==> src/rtl/mem_arb_ctrl.sv <==
// mem_arb_ctrl
//   Owns the single byte-wide RAM port. Arbitrates between instruction fetch
//   (IF) and the load/store stage (MEM), breaks 1/2/4-byte accesses into byte
//   cycles, assembles read data little-endian, and produces the 6-bit pipeline
//   stall vector from its own busy status plus the ID load-use request.
//
// Ports
//   clk, rst (async, active low), rdy (low freezes everything)
//   if_req/if_addr            -> if_done/if_inst       fetch word (always 4 bytes)
//   mem_req/mem_we/mem_len/
//   mem_addr/mem_wdata        -> mem_done/mem_rdata    load/store 1, 2 or 4 bytes
//   flush_i                   branch mispredict from EX
//   stallreq_id               load-use hazard from ID
//   ram_a/ram_wr/ram_dout     RAM address/strobe/write byte; ram_din read byte
//                             (returned one cycle after its address)
//   stall                     bit0 PC .. bit5 WB, 1 = stop
//
// Build option
//   FLUSH_ABORT_EN  defined: a flush aborts an in-flight fetch and blocks the
//                   IF grant in IDLE. Undefined: the fetch completes but its
//                   if_done is suppressed.

module mem_arb_ctrl #(
  parameter int ADDR_W = 17
) (
  input  logic              clk,
  input  logic              rst,
  input  logic              rdy,
  input  logic              if_req,
  input  logic [31:0]       if_addr,
  input  logic              mem_req,
  input  logic              mem_we,
  input  logic [2:0]        mem_len,
  input  logic [31:0]       mem_addr,
  input  logic [31:0]       mem_wdata,
  input  logic              flush_i,
  input  logic              stallreq_id,
  input  logic [7:0]        ram_din,
  output logic [ADDR_W-1:0] ram_a,
  output logic              ram_wr,
  output logic [7:0]        ram_dout,
  output logic              if_done,
  output logic [31:0]       if_inst,
  output logic              mem_done,
  output logic [31:0]       mem_rdata,
  output logic [5:0]        stall
);

  typedef enum logic [1:0] {IDLE, IF_RD, MEM_RD, MEM_WR} state_t;

  state_t      state_q, state_d;
  logic [2:0]  cnt_q, cnt_d;
  logic [2:0]  len_q, len_d;
  logic [31:0] base_q, base_d;
  logic [31:0] wdata_q, wdata_d;
  logic [31:0] buf_q, buf_d;
  logic        byte_held_q, byte_held_d;
  logic [31:0] if_inst_q, if_inst_d;
  logic [31:0] mem_rdata_q, mem_rdata_d;
`ifndef FLUSH_ABORT_EN
  logic        flush_seen_q, flush_seen_d;
`endif

  logic              reading;
  logic              rd_fresh;
  logic              rd_last;
  logic              wr_last;
  logic              if_mask;
  logic              if_grant_ok;
  logic [1:0]        rd_lane;
  logic [31:0]       word_asm;
  logic [ADDR_W-1:0] addr_cur;
  logic [7:0]        wr_byte;

  // Datapath helpers. The byte on ram_din belongs to the address presented
  // in the previous cycle, i.e. lane cnt-1. If rdy drops, the first frozen
  // edge still captures that byte (byte_held_q) because the RAM keeps reading
  // the held address and ram_din would otherwise be overwritten with the
  // wrong byte before the FSM resumes.
  always_comb begin
    reading  = (state_q == IF_RD) || (state_q == MEM_RD);
    rd_fresh = reading && (cnt_q != 3'd0) && !byte_held_q;
    rd_lane  = 2'(cnt_q - 3'd1);
    word_asm = buf_q;
    if (rd_fresh) begin
      word_asm[{rd_lane, 3'b000} +: 8] = ram_din;
    end
    addr_cur = ADDR_W'(base_q + {29'd0, cnt_q});
    wr_byte  = wdata_q[{cnt_q[1:0], 3'b000} +: 8];
    rd_last  = (cnt_q >= len_q);
    wr_last  = (({1'b0, cnt_q} + 4'd1) >= {1'b0, len_q});
    byte_held_d = !rdy && (byte_held_q || rd_fresh);
`ifdef FLUSH_ABORT_EN
    if_mask     = flush_i;
    if_grant_ok = !flush_i;
`else
    if_mask      = flush_seen_q || flush_i;
    if_grant_ok  = 1'b1;
    flush_seen_d = flush_seen_q;
    if (state_q == IDLE) begin
      flush_seen_d = 1'b0;
    end else if ((state_q == IF_RD) && flush_i) begin
      flush_seen_d = 1'b1;
    end
`endif
  end

  // Next-state and port outputs. MEM wins the IDLE grant because it holds the
  // older instruction; grants are never preempted. Done pulses and the final
  // read byte are combinational so the pipeline advances on the done edge.
  always_comb begin
    state_d     = state_q;
    cnt_d       = cnt_q;
    len_d       = len_q;
    base_d      = base_q;
    wdata_d     = wdata_q;
    buf_d       = buf_q;
    if_inst_d   = if_inst_q;
    mem_rdata_d = mem_rdata_q;
    ram_a       = '0;
    ram_wr      = 1'b0;
    ram_dout    = 8'd0;
    if_done     = 1'b0;
    mem_done    = 1'b0;
    if_inst     = if_inst_q;
    mem_rdata   = mem_rdata_q;

    case (state_q)
      IDLE: begin
        cnt_d = 3'd0;
        if (mem_req) begin
          state_d = mem_we ? MEM_WR : MEM_RD;
          len_d   = mem_len;
          base_d  = mem_addr;
          wdata_d = mem_wdata;
          buf_d   = '0;
        end else if (if_req && if_grant_ok) begin
          state_d = IF_RD;
          len_d   = 3'd4;
          base_d  = if_addr;
          buf_d   = '0;
        end
      end

      IF_RD, MEM_RD: begin
        buf_d = word_asm;
        if (!rd_last) begin
          ram_a = addr_cur;
          cnt_d = cnt_q + 3'd1;
        end else begin
          state_d = IDLE;
          cnt_d   = 3'd0;
          if (state_q == MEM_RD) begin
            mem_done    = 1'b1;
            mem_rdata   = word_asm;
            mem_rdata_d = word_asm;
          end else if (!if_mask) begin
            if_done   = 1'b1;
            if_inst   = word_asm;
            if_inst_d = word_asm;
          end
        end
`ifdef FLUSH_ABORT_EN
        if ((state_q == IF_RD) && flush_i) begin
          state_d = IDLE;
          cnt_d   = 3'd0;
        end
`endif
      end

      MEM_WR: begin
        ram_a    = addr_cur;
        ram_wr   = 1'b1;
        ram_dout = wr_byte;
        if (wr_last) begin
          mem_done = 1'b1;
          state_d  = IDLE;
          cnt_d    = 3'd0;
        end else begin
          cnt_d = cnt_q + 3'd1;
        end
      end

      default: state_d = IDLE;
    endcase

    // A frozen cycle must neither write RAM nor report completion.
    if (!rdy) begin
      ram_wr    = 1'b0;
      if_done   = 1'b0;
      mem_done  = 1'b0;
      if_inst   = if_inst_q;
      mem_rdata = mem_rdata_q;
    end
  end

  // Stall priority: outstanding MEM access, then ID hazard, then fetch.
  always_comb begin
    if (mem_req && !mem_done) begin
      stall = 6'b011111;
    end else if (stallreq_id) begin
      stall = 6'b000111;
    end else if (if_req && !if_done) begin
      stall = 6'b000011;
    end else begin
      stall = 6'b000000;
    end
  end

  // State registers. The read buffer and its held flag keep updating while
  // rdy is low so a byte already in flight is not lost.
  always_ff @(posedge clk or negedge rst) begin
    if (!rst) begin
      state_q      <= IDLE;
      cnt_q        <= 3'd0;
      len_q        <= 3'd0;
      base_q       <= '0;
      wdata_q      <= '0;
      buf_q        <= '0;
      byte_held_q  <= 1'b0;
      if_inst_q    <= '0;
      mem_rdata_q  <= '0;
`ifndef FLUSH_ABORT_EN
      flush_seen_q <= 1'b0;
`endif
    end else begin
      buf_q       <= buf_d;
      byte_held_q <= byte_held_d;
      if (rdy) begin
        state_q      <= state_d;
        cnt_q        <= cnt_d;
        len_q        <= len_d;
        base_q       <= base_d;
        wdata_q      <= wdata_d;
        if_inst_q    <= if_inst_d;
        mem_rdata_q  <= mem_rdata_d;
`ifndef FLUSH_ABORT_EN
        flush_seen_q <= flush_seen_d;
`endif
      end
    end
  end

endmodule
==> config.mk <==
export PLATFORM = sky130hd
export DESIGN_NAME = mem_arb_ctrl
export DESIGN_NICKNAME = d
export VERILOG_FILES = /design/src/rtl/mem_arb_ctrl.sv
export SDC_FILE = /design/constraint.sdc
export NUM_CORES = 1
export LEC_CHECK = 0
export CORE_MARGIN = 2
export CORE_UTILIZATION = 43
export CTS_CLUSTER_SIZE = 12
export DETAILED_ROUTE_END_ITERATION = 6
export PLACE_DENSITY = 0.76
export RECOVER_POWER = 100
export SLEW_MARGIN = 10
export SYNTH_ARGS = -nofsm -noshare
export SYNTH_HDL_FRONTEND = slang
export SYNTH_SLANG_ARGS = --single-unit
==> constraint.sdc <==
create_clock -name clk -period 2.8 [get_ports clk]
set_clock_uncertainty 0.2 [all_clocks]
set_input_delay 0.28 -clock clk [delete_from_list [all_inputs] [get_ports clk]]
set_output_delay 0.28 -clock clk [all_outputs]
set_load 0.005 [all_outputs]
Word-level counts from Yosys, hierarchy flattened
Index checks and enable logic that the tools add are counted.
{ "op_classes": {"n_lt_le_gt_ge": 2, "n_div": 0, "bitwise": 0, "mul": 0, "reduce_logical": 24, "muxes": 47, "n_eq_ne": 6, "add_sub_neg": 5, "n_shift": 3} }
{ "ops": {"columns": ["operator", "n"], "rows": [
  ["$mux W32", 12],
  ["$pmux W32 S2", 1],
  ["$mux W17", 3],
  ["$pmux W17 S2", 1],
  ["$bwmux W32", 1],
  ["$shift A8 B7 Y32 const A", 1],
  ["$shiftx A32 B6 Y8", 1],
  ["$shiftx A8 B7 Y32", 1],
  ["$add A17 B3 Y17", 1],
  ["$mux W3", 5],
  ["$mux W1", 14],
  ["$mux W2", 5],
  ["$pmux W3 S3", 1],
  ["$mux W8", 1],
  ["$neg A5 Y7", 1],
  ["$logic_and A1 B1 Y1", 6],
  ["$pmux W2 S3", 1],
  ["$reduce_and A3 Y1", 2],
  ["$reduce_bool A2 Y1", 3],
  ["$mux W5", 1],
  ["$add A3 B1 Y4 const B", 1],
  ["$eq A2 B2 Y1 const B", 2],
  ["$ge A4 B3 Y1", 1],
  ["$logic_not A1 Y1", 4],
  ["13 further kinds", 17]
]} }
{ "word_totals": {"out_inout_bits": 98, "ram_bits": 0, "ff_bits": 155, "romBits": 0, "n_memories": 0, "elab_cells": 97, "latchBits": 0, "inputBits": 115} }

Longest topological paths before layout
{ "depth": {"depth_word": 11, "mapped_depth": 10, "mapped_depth_nobuf": 8} }

Least setup slack after synthesis
OpenSTA, ideal clock, no wires.
{ "synth_timing": {"kind": "register -> output", "from": "register cnt_q[1]", "to": "output stall[1]", "setup_slack_ps": -232, "path_stages_with_launch": 11, "n_path_buf": 2, "required_time_ps": 2320, "arrival_ps": 2552, "path_cell_list": "dfrtp_1 > buf_2 > inv_1 > ha_1 > ha_1 > a21boi_0 > o21ai_0 > nand2_1 > a221oi_1 > or3_1 > buf_4"} }
{ "synth_between": {"elab_chain_cells": 9, "word_cells_on_any_way": 17} }
{ "synth_rtl": {"columns": ["element", "line", "text"], "rows": [
  ["start, declared", "52", "logic [2:0] cnt_q, cnt_d;"],
  ["start signal, assigned", "231", "cnt_q <= cnt_d;"],
  ["parallel branches: the longest is 8 deep, another holds $add A3 B1 Y4", null, null],
  ["$mux W5 *", "199", "if (mem_req && !mem_done) begin"],
  ["end, declared", "46", "output logic [5:0] stall"]
]} }
Mark *: on every way between the ends.

Worst setup path in the final report
{ "layout_timing": {"from": "register state_q[1]", "to": "output if_inst[28]"} }
{ "layout_between": {"elab_chain_cells": 10, "word_cells_on_any_way": 12} }
{ "layout_rtl": {"columns": ["element", "line", "text"], "rows": [
  ["start, declared", "51", "state_t state_q, state_d;"],
  ["start signal, assigned", "230", "state_q <= state_d;"],
  ["$eq A2 B1 Y1 / $eq A2 B2 Y1 (equally long branches)", "81, 128, 153", null],
  ["$logic_or A1 B1 Y1", "81", "reading = (state_q == IF_RD) || (state_q == MEM_RD);"],
  ["$logic_and A1 B1 Y1 (2 in series)", "82", "rd_fresh = reading && (cnt_q != 3'd0) && !byte_held_q;"],
  ["$mux W32", "85", "if (rd_fresh) begin"],
  ["$mux W32", "157", "end else if (!if_mask) begin"],
  ["$mux W32 (2 in series)", null, null],
  ["$mux W32 *", null, null],
  ["$mux W32 *", "188", "if (!rdy) begin"],
  ["end, declared", "43", "output logic [31:0] if_inst,"]
]} }
Mark *: on every way between the ends. The rest lies on a longest branch, timed or not.

==> metrics list <==
- Final critical-path share of the clock period: 1.123
- Setup violations remaining at the end of the flow were counted as 88.
- Core Footprint: 17,120 um2
- Synthesis produced 677 cells.
- Cell at the root of the clock tree: clkbuf_16
- Worst ir drop on vdd: 0.6412 mV
- Using the TritonRoute via totals, the vias-per-cell ratio works out to 5.315.
- STA puts the critical path data required time at 2.32 ns.
- Kind of cell with the highest combined delay on the critical path: buffers and inverters
- From bottom edge to top edge, the die measures 135.5 um.
* Initial antenna violation count: 0
- Filler cells: 1,071
- Tot GR Track Use: 0.2588
* Proportion of register bits with asynchronous set or reset after synthesis: 1.000
* Die Wd: 135.5 um
- Number of flops mapped to enable cells by yosys: 0
- The die covers 18,350 um2.
- Upper clock frequency limit: 317.9 MHz
- Num CTS Buffers: 17
- In the synthesized netlist the dominant register cell turns out to be dfrtp_1.
- Final Net Count: 1,200
- At the end of routability-driven placement, the weighted congestion stood at 0.8230.
- In this run the remaining antenna-violating nets after routing total 0.
* Hold slack: 0.2176 ns
- Drc violations: 0
- Synthesis inferred 155 register bits.
- Global route overflow: 0
- Global-route wire length before repair: 36,740 um
* Via count of the first global-routing pass: 7,129
- After synthesis the cells add up to 7433 um2.
- The initialized floorplan defines 48 standard-cell rows.
* Initial cell density of the core: 0.4343
* Vias: 6,926
* Slowest-stage cell, CP: dfrtp_1
* Setup TNS after final layout: -14.75 ns
- Boundary Pins: 213
- Input and output buffers added on the ports amount to 181.
* Clock slew at reported path FFs: 0.06 ns
- In the final routed layout, each cell accounts on average for 19.14 um.
- In this design, the stage delay of the slowest critical-path cell is 0.37 ns.
- In this run, placement finished with an instance count of 1,110.
* Biggest fanout along the worst timing path: 4
- The analysis attributes to cell leakage a power of 5.958 nW.
* Fraction of the yosys area taken by sequential cells: 0.5218
- The worst setup path is launched from a flop.
* Count of max-cap constraint violations: 1
* Post-Synthesis Net Count: 812
- The count of pins over their slew limit came to 40.
- Actual slew at the worst max-slew pin: 1.724 ns
- Min-Delay Path Class: primary input to flop
* Post-layout minimum cycle time: 3.145 ns
- Drt total wl: 24,930 um
- Counting along the longest clock path gives a buffer depth of 2.
- Number of buffers and inverters on the critical path: 6
- Relative to the synthesized area, the layout overhead comes to 73.86%.
- STA puts the critical path data arrival time at 2.67 ns.
- Clk sinks: 155
- For this run, the number of Yosys warnings is 0.
- Pin count of the biggest net entering global routing: 66
* Worst path setup slack after routing: -0.3452 ns
- The pre-antenna-repair detailed-routing pass consisted of 4 iterations.
- The worst setup path is captured at an output port.
- Traced cell by cell, the critical path runs through inv_2 -> ha_4 -> buf_6 -> and2b_4 -> nand3_4 -> nor4_4 -> buf_6 -> buf_6 -> buf_6 -> a22oi_2 -> a21oi_2 -> buf_2.
* Fraction of layout instances using a drive strength above 1: 0.5538
- The clock reaches the later pin of the worst-skew pair after 0.42 ns.
- Run status: finished, violations left
- Cell seen most often among critical-path stages: buf_6
- CP Class: flop to output port
- Final Instance Count excl. Fillers: 1,303
- CTS tree: built
- Netlist cell types: 55
- Violated checks: max-capacitance violations, max-slew violations, negative setup slack
- Each instance of the synthesized netlist takes up on average 10.98 um2.
- Iter 0 DRT Violations: 318
- Slew Limit Headroom: -0.1493
* Number of diodes: 0
- The hold violation total from the final report was 0.
* H-tree levels: 4
- Placed wire-length estimate: 13,140 um
- Dividing total power by cell area gives a power density of 873.5 nW/um2.
- Setup repair after global routing missed its margin: true
==> synthesized netlist by cell type (7+ instances only) <==
| cell | n | area [um2] |
|---|---|---|
| xor2_1 | 10 | 87.58 |
| mux4_2 | 8 | 180.2 |
| mux2_2 | 48 | 540.5 |
| clkbuf_1 | 12 | 45.04 |
| nand2_1 | 76 | 285.3 |
| a22oi_1 | 9 | 67.56 |
| buf_1 | 8 | 30.03 |
| a22o_1 | 34 | 297.8 |
| inv_1 | 13 | 48.80 |
| and3_1 | 13 | 81.33 |
| nand3_1 | 8 | 40.04 |
| ha_1 | 19 | 237.7 |
| a21o_1 | 8 | 60.06 |
| dfrtp_1 | 155 | 3879 |
| mux2i_1 | 17 | 170.2 |
| a21oi_1 | 44 | 220.2 |
| and2_1 | 11 | 68.82 |
| buf_2 | 14 | 70.07 |
| o21ai_0 | 47 | 235.2 |
| nor2_1 | 54 | 202.7 |
| o21ai_1 | 7 | 35.03 |
==> registers in the layout (all words and copies together), names as in the netlist, 2 cells and up <==
| signal | count |
|---|---|
| state_q | 2 |
| mem_rdata_q | 32 |
| len_q | 3 |
| base_q | 17 |
| cnt_q | 3 |
| buf_q | 32 |
| if_inst_q | 32 |
| wdata_q | 32 |
==> layout make-up <==
class,instances,area (um2),share of cell area
multi-input combinational,465,4389,0.3396
sequential,155,3880,0.3002
timing repair buffer,413,3720,0.2878
clock buffer,17,425.4,0.03292
tap,225,281.5,0.02178
clock inverter,15,176.4,0.01365
inverter,13,51.30,0.003969
==> what timing repair did <==
| item | CTS | global route |
|---|---|---|
| endpoints found under the hold margin | 117 | 0 |
| buffers inserted | 112 | 55 |
| endpoints found under the setup margin | 88 | 89 |
| pin swaps | 41 | 63 |
| hold buffers | 1 | 0 |
| cloned | 7 | 1 |
| gates resized for setup | 627 | 138 |
==> tightest hold or removal path, cell delays in order <==
cell and delay (ns):
clkdlybuf4s50_1 0.40, inv_1 0.06, a22oi_1 0.05
==> power by group <==
part,internal [mW],switching [mW]
Sequential,2.82,0.407
Clock,1.35,1.03
Combinational,3.10,2.58
Total,7.27,4.02
==> routing by layer <==
| layer | part of all wire | global-route usage |
|---|---|---|
| met4 | 0.027 | 0.09838 |
| met2 | 0.52 | 0.4509 |
| met3 | 0.060 | 0.06584 |
| met1 | 0.39 | 0.3088 |
| met5 | 0 | 0 |
==> stage by stage <==
step	cell area, um2	setup slack, ns	util	total power [mW]
floorplan	7456	0.01219	-	5.254
global placement	9901	-0.2123	0.5784	6.996
detailed placement	9901	-0.2797	0.5784	7.107
CTS	12170	-0.3975	0.7108	10.62
global route	12920	-0.4379	0.7550	11.92
finish	12920	-0.3452	0.7550	11.29
==> placed cells by master (no fill, tap or decap), types with 8 or more instances in the layout <==
master	n
buf_12	11
and2_1	10
a22oi_2	8
a22o_1	34
nand2_2	15
nand2_1	55
a21o_1	8
clkbuf_16	18
nor2_4	17
nor2_1	17
o21ai_0	26
a21oi_4	19
buf_6	88
buf_8	8
ha_4	9
dfrtp_1	154
mux2i_1	17
a21oi_2	23
mux2_2	32
buf_2	67
clkdlybuf4s50_1	84
o21ai_4	9
xor2_1	9
o21ai_2	17
dlygate4sd2_1	8
mux2_4	16
nor2_2	22
buf_4	136
mux4_2	8
==> logic make-up (layout without fill, tap and decap cells) <==
logic type	after synthesis	after routing	share of synthesized area
simple gates	194	194	0.1291
buf+inv	57	458	0.03821
flops	155	155	0.5218
compound gates	161	161	0.1370
xor+xnor	16	16	0.01885
other cells	1	1	0.0005045
mux	73	73	0.1198
fa+ha+maj	20	20	0.03467
==> final timing paths <==
path	slack, ns	to	startpoint	cells past startpoint
hold / removal	0.22	len_q[2]	mem_len[2]	3
hold reg to reg	0.27	mem_rdata_q[21]	mem_rdata_q[21]	2
max in group asynchronous	0.19	buf_q[0]	rst	3
setup / recovery	-0.35	if_inst[28]	state_q[1]	12
setup reg to reg	0.12	buf_q[9]	state_q[1]	10
min in group asynchronous	0.78	mem_rdata_q[18]	rst	2
No activity file was read; power rests on OpenSTA's default activity.
